**src/rtl/scope_capture_ctrl.sv**
```systemverilog
// scope_capture_ctrl: pre/post-trigger capture sequencer feeding a circular frame buffer.
// Define SCOPE_AUTO_TRIG_EN to add an auto-trigger after TIMEOUT samples in ARM.
module scope_capture_ctrl #(
    parameter int DEPTH     = 1024,
    parameter int AW        = 10,
    parameter int PRE_DEPTH = 256,
    parameter int DIV       = 10,
    parameter int TIMEOUT   = 4096
) (
    input  logic          clk_100m,
    input  logic          s,
    input  logic          run,
    input  logic [7:0]    ad_data,
    input  logic [7:0]    trig_level,
    input  logic          trig_edge,
    input  logic          frame_ack,
    output logic          wr_en,
    output logic [AW-1:0] wr_addr,
    output logic [7:0]    wr_data,
    output logic [AW-1:0] trig_addr,
    output logic          frame_ready,
    output logic [2:0]    state
);

    // state | meaning
    // IDLE  | capture disabled, no writes
    // PRE   | filling the pre-trigger history
    // ARM   | writing samples while watching for the trigger edge
    // POST  | writing the remainder of the frame after the trigger
    // DONE  | frame complete, waiting for frame_ack

    typedef enum logic [2:0] {
        ST_IDLE = 3'd0,
        ST_PRE  = 3'd1,
        ST_ARM  = 3'd2,
        ST_POST = 3'd3,
        ST_DONE = 3'd4
    } state_t;

    localparam int DW = $clog2(DIV);

    if (DIV < 2 || PRE_DEPTH < 1 || PRE_DEPTH > DEPTH - 2 || DEPTH != (1 << AW) || TIMEOUT < 1)
    begin : g_bad_params
        $error("scope_capture_ctrl: invalid parameter set");
    end

    state_t        st;
    logic [DW-1:0] div_cnt;
    logic [7:0]    cur;
    logic [7:0]    prev;
    logic          pend;
    logic [AW-1:0] wr_ptr;
    logic [AW-1:0] pre_cnt;
    logic [AW-1:0] post_left;

    logic tick;
    logic capturing;
    logic adv;
    logic pre_last;
    logic edge_hit;
    logic to_hit;
    logic trig_fire;

    assign tick      = (div_cnt == DW'(DIV - 1));
    assign capturing = (st == ST_PRE) || (st == ST_ARM) || (st == ST_POST);
    // A write scheduled by the previous tick advances the frame only while run holds.
    assign adv       = pend && run;
    assign pre_last  = (pre_cnt == AW'(PRE_DEPTH - 1));
    assign trig_fire = (st == ST_ARM) && adv && (edge_hit || to_hit);
    assign state     = st;

    always_comb begin
        edge_hit = 1'b0;
        if (trig_edge)
            edge_hit = (prev > trig_level) && (cur <= trig_level);
        else
            edge_hit = (prev < trig_level) && (cur >= trig_level);
    end

`ifdef SCOPE_AUTO_TRIG_EN
    localparam int TW = $clog2(TIMEOUT + 1);

    logic [TW-1:0] to_left;

    assign to_hit = (to_left == '0);

    always_ff @(posedge clk_100m or negedge s) begin
        if (!s)
            to_left <= '0;
        else if ((st == ST_PRE) && adv && pre_last)
            to_left <= TW'(TIMEOUT - 1);
        else if ((st == ST_ARM) && adv && !to_hit)
            to_left <= to_left - 1'b1;
    end
`else
    assign to_hit = 1'b0;
`endif

    always_ff @(posedge clk_100m or negedge s) begin
        if (!s) begin
            st          <= ST_IDLE;
            div_cnt     <= '0;
            cur         <= '0;
            prev        <= '0;
            pend        <= 1'b0;
            wr_ptr      <= '0;
            wr_en       <= 1'b0;
            wr_addr     <= '0;
            wr_data     <= '0;
            trig_addr   <= '0;
            frame_ready <= 1'b0;
            pre_cnt     <= '0;
            post_left   <= '0;
        end else begin
            div_cnt <= tick ? '0 : div_cnt + 1'b1;
            if (tick) begin
                cur  <= ad_data;
                prev <= cur;
            end

            // Sample captured on the tick edge is written on the following edge.
            pend  <= tick && run && capturing;
            wr_en <= pend;
            if (pend) begin
                wr_data <= cur;
                wr_addr <= wr_ptr;
                wr_ptr  <= wr_ptr + 1'b1;
            end

            case (st)
                ST_IDLE: begin
                    if (run) begin
                        st      <= ST_PRE;
                        pre_cnt <= '0;
                    end
                end
                ST_PRE: begin
                    if (!run)
                        st <= ST_IDLE;
                    else if (pend) begin
                        if (pre_last)
                            st <= ST_ARM;
                        else
                            pre_cnt <= pre_cnt + 1'b1;
                    end
                end
                ST_ARM: begin
                    if (!run)
                        st <= ST_IDLE;
                    else if (trig_fire) begin
                        trig_addr <= wr_ptr;
                        post_left <= AW'(DEPTH - PRE_DEPTH - 1);
                        st        <= ST_POST;
                    end
                end
                ST_POST: begin
                    if (!run)
                        st <= ST_IDLE;
                    else if (pend) begin
                        if (post_left == AW'(1)) begin
                            st          <= ST_DONE;
                            frame_ready <= 1'b1;
                        end else begin
                            post_left <= post_left - 1'b1;
                        end
                    end
                end
                ST_DONE: begin
                    if (frame_ack) begin
                        st          <= ST_PRE;
                        frame_ready <= 1'b0;
                        pre_cnt     <= '0;
                    end
                end
                default: st <= ST_IDLE;
            endcase
        end
    end

endmodule
```
**config.mk**
```make
export PLATFORM = sky130hd
export DESIGN_NAME = scope_capture_ctrl
export DESIGN_NICKNAME = d
export VERILOG_FILES = /design/src/rtl/scope_capture_ctrl.sv
export SDC_FILE = /design/constraint.sdc
export NUM_CORES = 1
export LEC_CHECK = 0
export ABC_AREA = 1
export CAP_MARGIN = 20
export CELL_PAD_IN_SITES_DETAIL_PLACEMENT = 2
export CELL_PAD_IN_SITES_GLOBAL_PLACEMENT = 2
export CORE_MARGIN = 4
export CORE_UTILIZATION = 34
export CTS_CLUSTER_DIAMETER = 200
export DETAILED_ROUTE_END_ITERATION = 6
export HOLD_SLACK_MARGIN = 0.1
export PLACE_DENSITY_LB_ADDON = 0.1
export SYNTH_ARGS = -nofsm -noshare
export SYNTH_HDL_FRONTEND = slang
export SYNTH_SLANG_ARGS = --single-unit
```
**constraint.sdc**
```tcl
create_clock -name clk_100m -period 2.37 [get_ports clk_100m]
set_input_delay 0.5925 -clock clk_100m [delete_from_list [all_inputs] [get_ports clk_100m]]
set_output_delay 0.5925 -clock clk_100m [all_outputs]
set_load 0.01 [all_outputs]
```
==> results.sh, run 1 <==
export IMPL_cp_start_kind="flip-flop"
export IMPL_ioPinCount=54
export IMPL_grt_max_degree=39
export IMPL_slowest_stage="clkdlybuf4s50_1"
export IMPL_core_area_sq_mm=0.0121
export IMPL_peakVddDrop_uv=365
export IMPL_fin_crit_ns=2.06
export IMPL_setup_worst_path_end_class="output port"
export IMPL_grt_pass1_wl_um=20000
export IMPL_area_growth_synth_to_final_pct=32.7
export IMPL_antenna_found_initial=0
export IMPL_ys_top_cells_by_area="dfrtp_1, nand2_1, o21ai_0"
export IMPL_cts_sinks=84
export IMPL_synth_largest_area_cell="dfrtp_1"
export IMPL_synth_edf_count=0
export IMPL_drc=0
export IMPL_cp_max_fo=7
export IMPL_cpLargestDelayFamily="buffers and inverters"
export IMPL_synth_top_area_share_pct=49.8
export IMPL_min_period_over_period_pct=87.1
export IMPL_stdcell_area_sq_mm=0.00560
export IMPL_power_density_mw_per_mm2=797
export IMPL_drv_slew=0
export IMPL_path_clk_slew_ns=0.07
export IMPL_ys_ff_latch=84
export IMPL_postSynth_asyncResetShare_pct=100
export IMPL_grt_usage_pct=17.5
export IMPL_die_height_um=119
export IMPL_fin_util_pct=46.4
export IMPL_maxCapViolCount=0
export IMPL_synthCells=485
export IMPL_grt_pass1_vias=3897
export IMPL_skew_ns=0.00921
export IMPL_gp_congestion=0.784
export IMPL_wl_um=12500
export IMPL_tritoncts="done"
export IMPL_drive_above_1_share_pct=14.4
export IMPL_numCtsBuffers=9
export IMPL_hold_ws_ns=0.206
export IMPL_synth_nets=526
export IMPL_fillCellCount=1297
export IMPL_yosysWarnings=0
export IMPL_drt_iter0_markers=92
export IMPL_crit_buf_inv=1
export IMPL_antenna_cells=0
export IMPL_critPathArrivalTime_ns=1.47
export IMPL_dpl_cell_area_sq_mm=0.00498
export IMPL_fmax_mhz=485
export IMPL_rows=40
export IMPL_wire_per_inst_um=17.2
export IMPL_dpl_hpwl_um=8670
export IMPL_cts_root_buf="clkbuf_16"
export IMPL_rsz0062_at_grt="false"
export IMPL_status="finished clean"
export IMPL_worst_path_largest_cell_delay_ns=0.61
export IMPL_synthFlopType="dfrtp_1"
export IMPL_ant_nets=0
export IMPL_synth_cell_types=36
export IMPL_cts_buffer_depth=2
export IMPL_worst_slew_pin_slew_ns=0.552
export IMPL_clock_latency_ns=0.35
export IMPL_syn_avg_cell_area_sq_um=8.70
export IMPL_min_delay_path_class="in2async"
export IMPL_dieArea_sq_mm=0.0143
export IMPL_finalSetupTns_ns=0
export IMPL_slew_headroom_pct=62.8
export IMPL_worstPathRequired_ns=1.78
export IMPL_vias=3522
export IMPL_nets=593
export IMPL_die_width_um=119
export IMPL_power_mw=4.46
export IMPL_setup_viol=0
export IMPL_hold_viol_final=0
export IMPL_ctsHtreeMaxLevel=3
export IMPL_leakage_nw=2.66
export IMPL_viasPerCell=4.86
export IMPL_worst_setup_path_type="reg2out"
export IMPL_gr_total_overflow=0
export IMPL_portBuffers=53
export IMPL_path_cells="clkdlybuf4s50_1"
export IMPL_ys_seq_area_share_pct=49.8
export IMPL_synth_area_sq_mm=0.00422
export IMPL_first_pass_iters=4
export IMPL_initial_core_util_pct=35.0
## power breakdown
part           internal (mW)  switching [mW]
Combinational          0.478           0.647
Sequential              1.63           0.178
Clock                  0.930           0.602
## stage by stage
| step | instances | setup slack, ns |
|---|---|---|
| 2_1_floorplan | 485 | 0.338 |
| 3_3_place_gp | 706 | -0.411 |
| 3_5_place_dp | 706 | -0.554 |
| 4_1_cts | 722 | 0.000213 |
| 5_1_grt | 725 | 0.174 |
| 6_report | 725 | 0.306 |
## cell usage after synthesis (2+ instances only)
library cell and number:
nand3_1 24, nand2_2 2, nand4_1 3, clkbuf_1 4, a21oi_1 13, inv_4 2
buf_6 2, ha_1 20, xor2_1 17, buf_2 2, nor2_1 27, nor2_4 2
nand3_2 3, xnor2_1 4, o21ai_1 2, dfrtp_1 84, nor3_1 11, o21ai_0 59
nand2_1 113, inv_2 3, nor3_4 2, buf_4 2, inv_1 67, nor4_1 3
o31ai_1 3
## cell type report
cell class	count	area [sq um]	share of cell area, %
well taps	168	210	3.76
repair buffers	66	713	12.7
multi-input cells	319	1980	35.4
inverters	72	275	4.92
clock buffers	11	233	4.16
flip-flops and latches	84	2100	37.6
clock inverters	5	85.1	1.52
## registers in the layout (all words and copies together), names as in the netlist, 3 cells and up
signal and cells:
wr_data 8, div_cnt 4, cur 8, wr_addr 10, wr_ptr 10, trig_addr 10
post_left 10, pre_cnt 10, prev 8, state 3
## placed cells by master (no fill, tap or decap), types with 4 or more instances in the layout
master,count
nor2_1,25
ha_4,10
buf_4,9
inv_2,11
xor2_1,17
nand2_1,105
inv_1,59
o21ai_0,51
nand2_2,8
xnor2_1,4
nand3_1,22
clkdlybuf4s50_1,44
ha_1,10
a21oi_1,11
nor3_1,11
dlymetal6s2s_1,8
dfrtp_1,84
clkbuf_16,11
o21ai_1,9
## logic make-up after synthesis
| kind of cell | count (synthesis) | synth area share [%] |
|---|---|---|
| compound gates | 81 | 10.1 |
| xor+xnor | 21 | 4.36 |
| fa+ha+maj | 20 | 5.93 |
| buf+inv | 82 | 8.01 |
| flops | 84 | 49.8 |
| mux | 1 | 0.237 |
| simple gates | 196 | 21.5 |
## per-layer routing
metal	global-route usage, %	part of all wire [%]	vias to the layer above
met4	6.01	1.3	0
li1	-	-	1688
met5	0	0	-
met3	3.42	2.7	12
met2	30.0	52	36
met1	22.0	44	1786
## path summary, 6_finish.rpt
kind | slack (ns) | cells past startpoint | end | from
max in group asynchronous | 1.58 | 2 | post_left[8]$_DFFE_PN0P_ | s
worst max register to register | 0.37 | 12 | post_left[5]$_DFFE_PN0P_ | prev[5]$_DFFE_PN0N_
worst max-delay path | 0.31 | 1 | state[2] | state[2]$_DFFE_PN0P_
min in group clk_100m | 0.47 | 1 | wr_ptr[8]$_DFFE_PN0P_ | wr_ptr[8]$_DFFE_PN0P_
worst min-delay path | 0.21 | 1 | cur[2]$_DFFE_PN0N_ | s
worst min register to register | 0.47 | 1 | wr_ptr[8]$_DFFE_PN0P_ | wr_ptr[8]$_DFFE_PN0P_
## repair_timing
item                                    CTS  global route
endpoints found under the setup margin   22            22
pin swaps                                 1            24
cloned                                    0             2
gates resized for setup                   5            54
setup buffers                             0             1
hold buffers                              0             0
No activity file was read; power rests on OpenSTA's default activity.
==> run 2: changes to the inputs <==
- SKIP_LAST_GASP: default -> 1
==> results of run 2 <==
No change in the layout: final DEF, timing and power equal those of run 1.
==> run 3: changes to the inputs <==
--- a/constraint.sdc
+++ b/constraint.sdc
@@ -3,2 +3,2 @@
 set_output_delay 0.5925 -clock clk_100m [all_outputs]
-set_load 0.01 [all_outputs]
+set_load 0.005 [all_outputs]
==> results of run 3 <==
The final DEF is identical to that of run 1. Status: finished clean.
Among the figures that moved: setup slack after layout 0.306 ns -> 0.341 ns; total power 4.46 mW -> 4.42 mW; worst IR drop on VDD 365 uV -> 364 uV
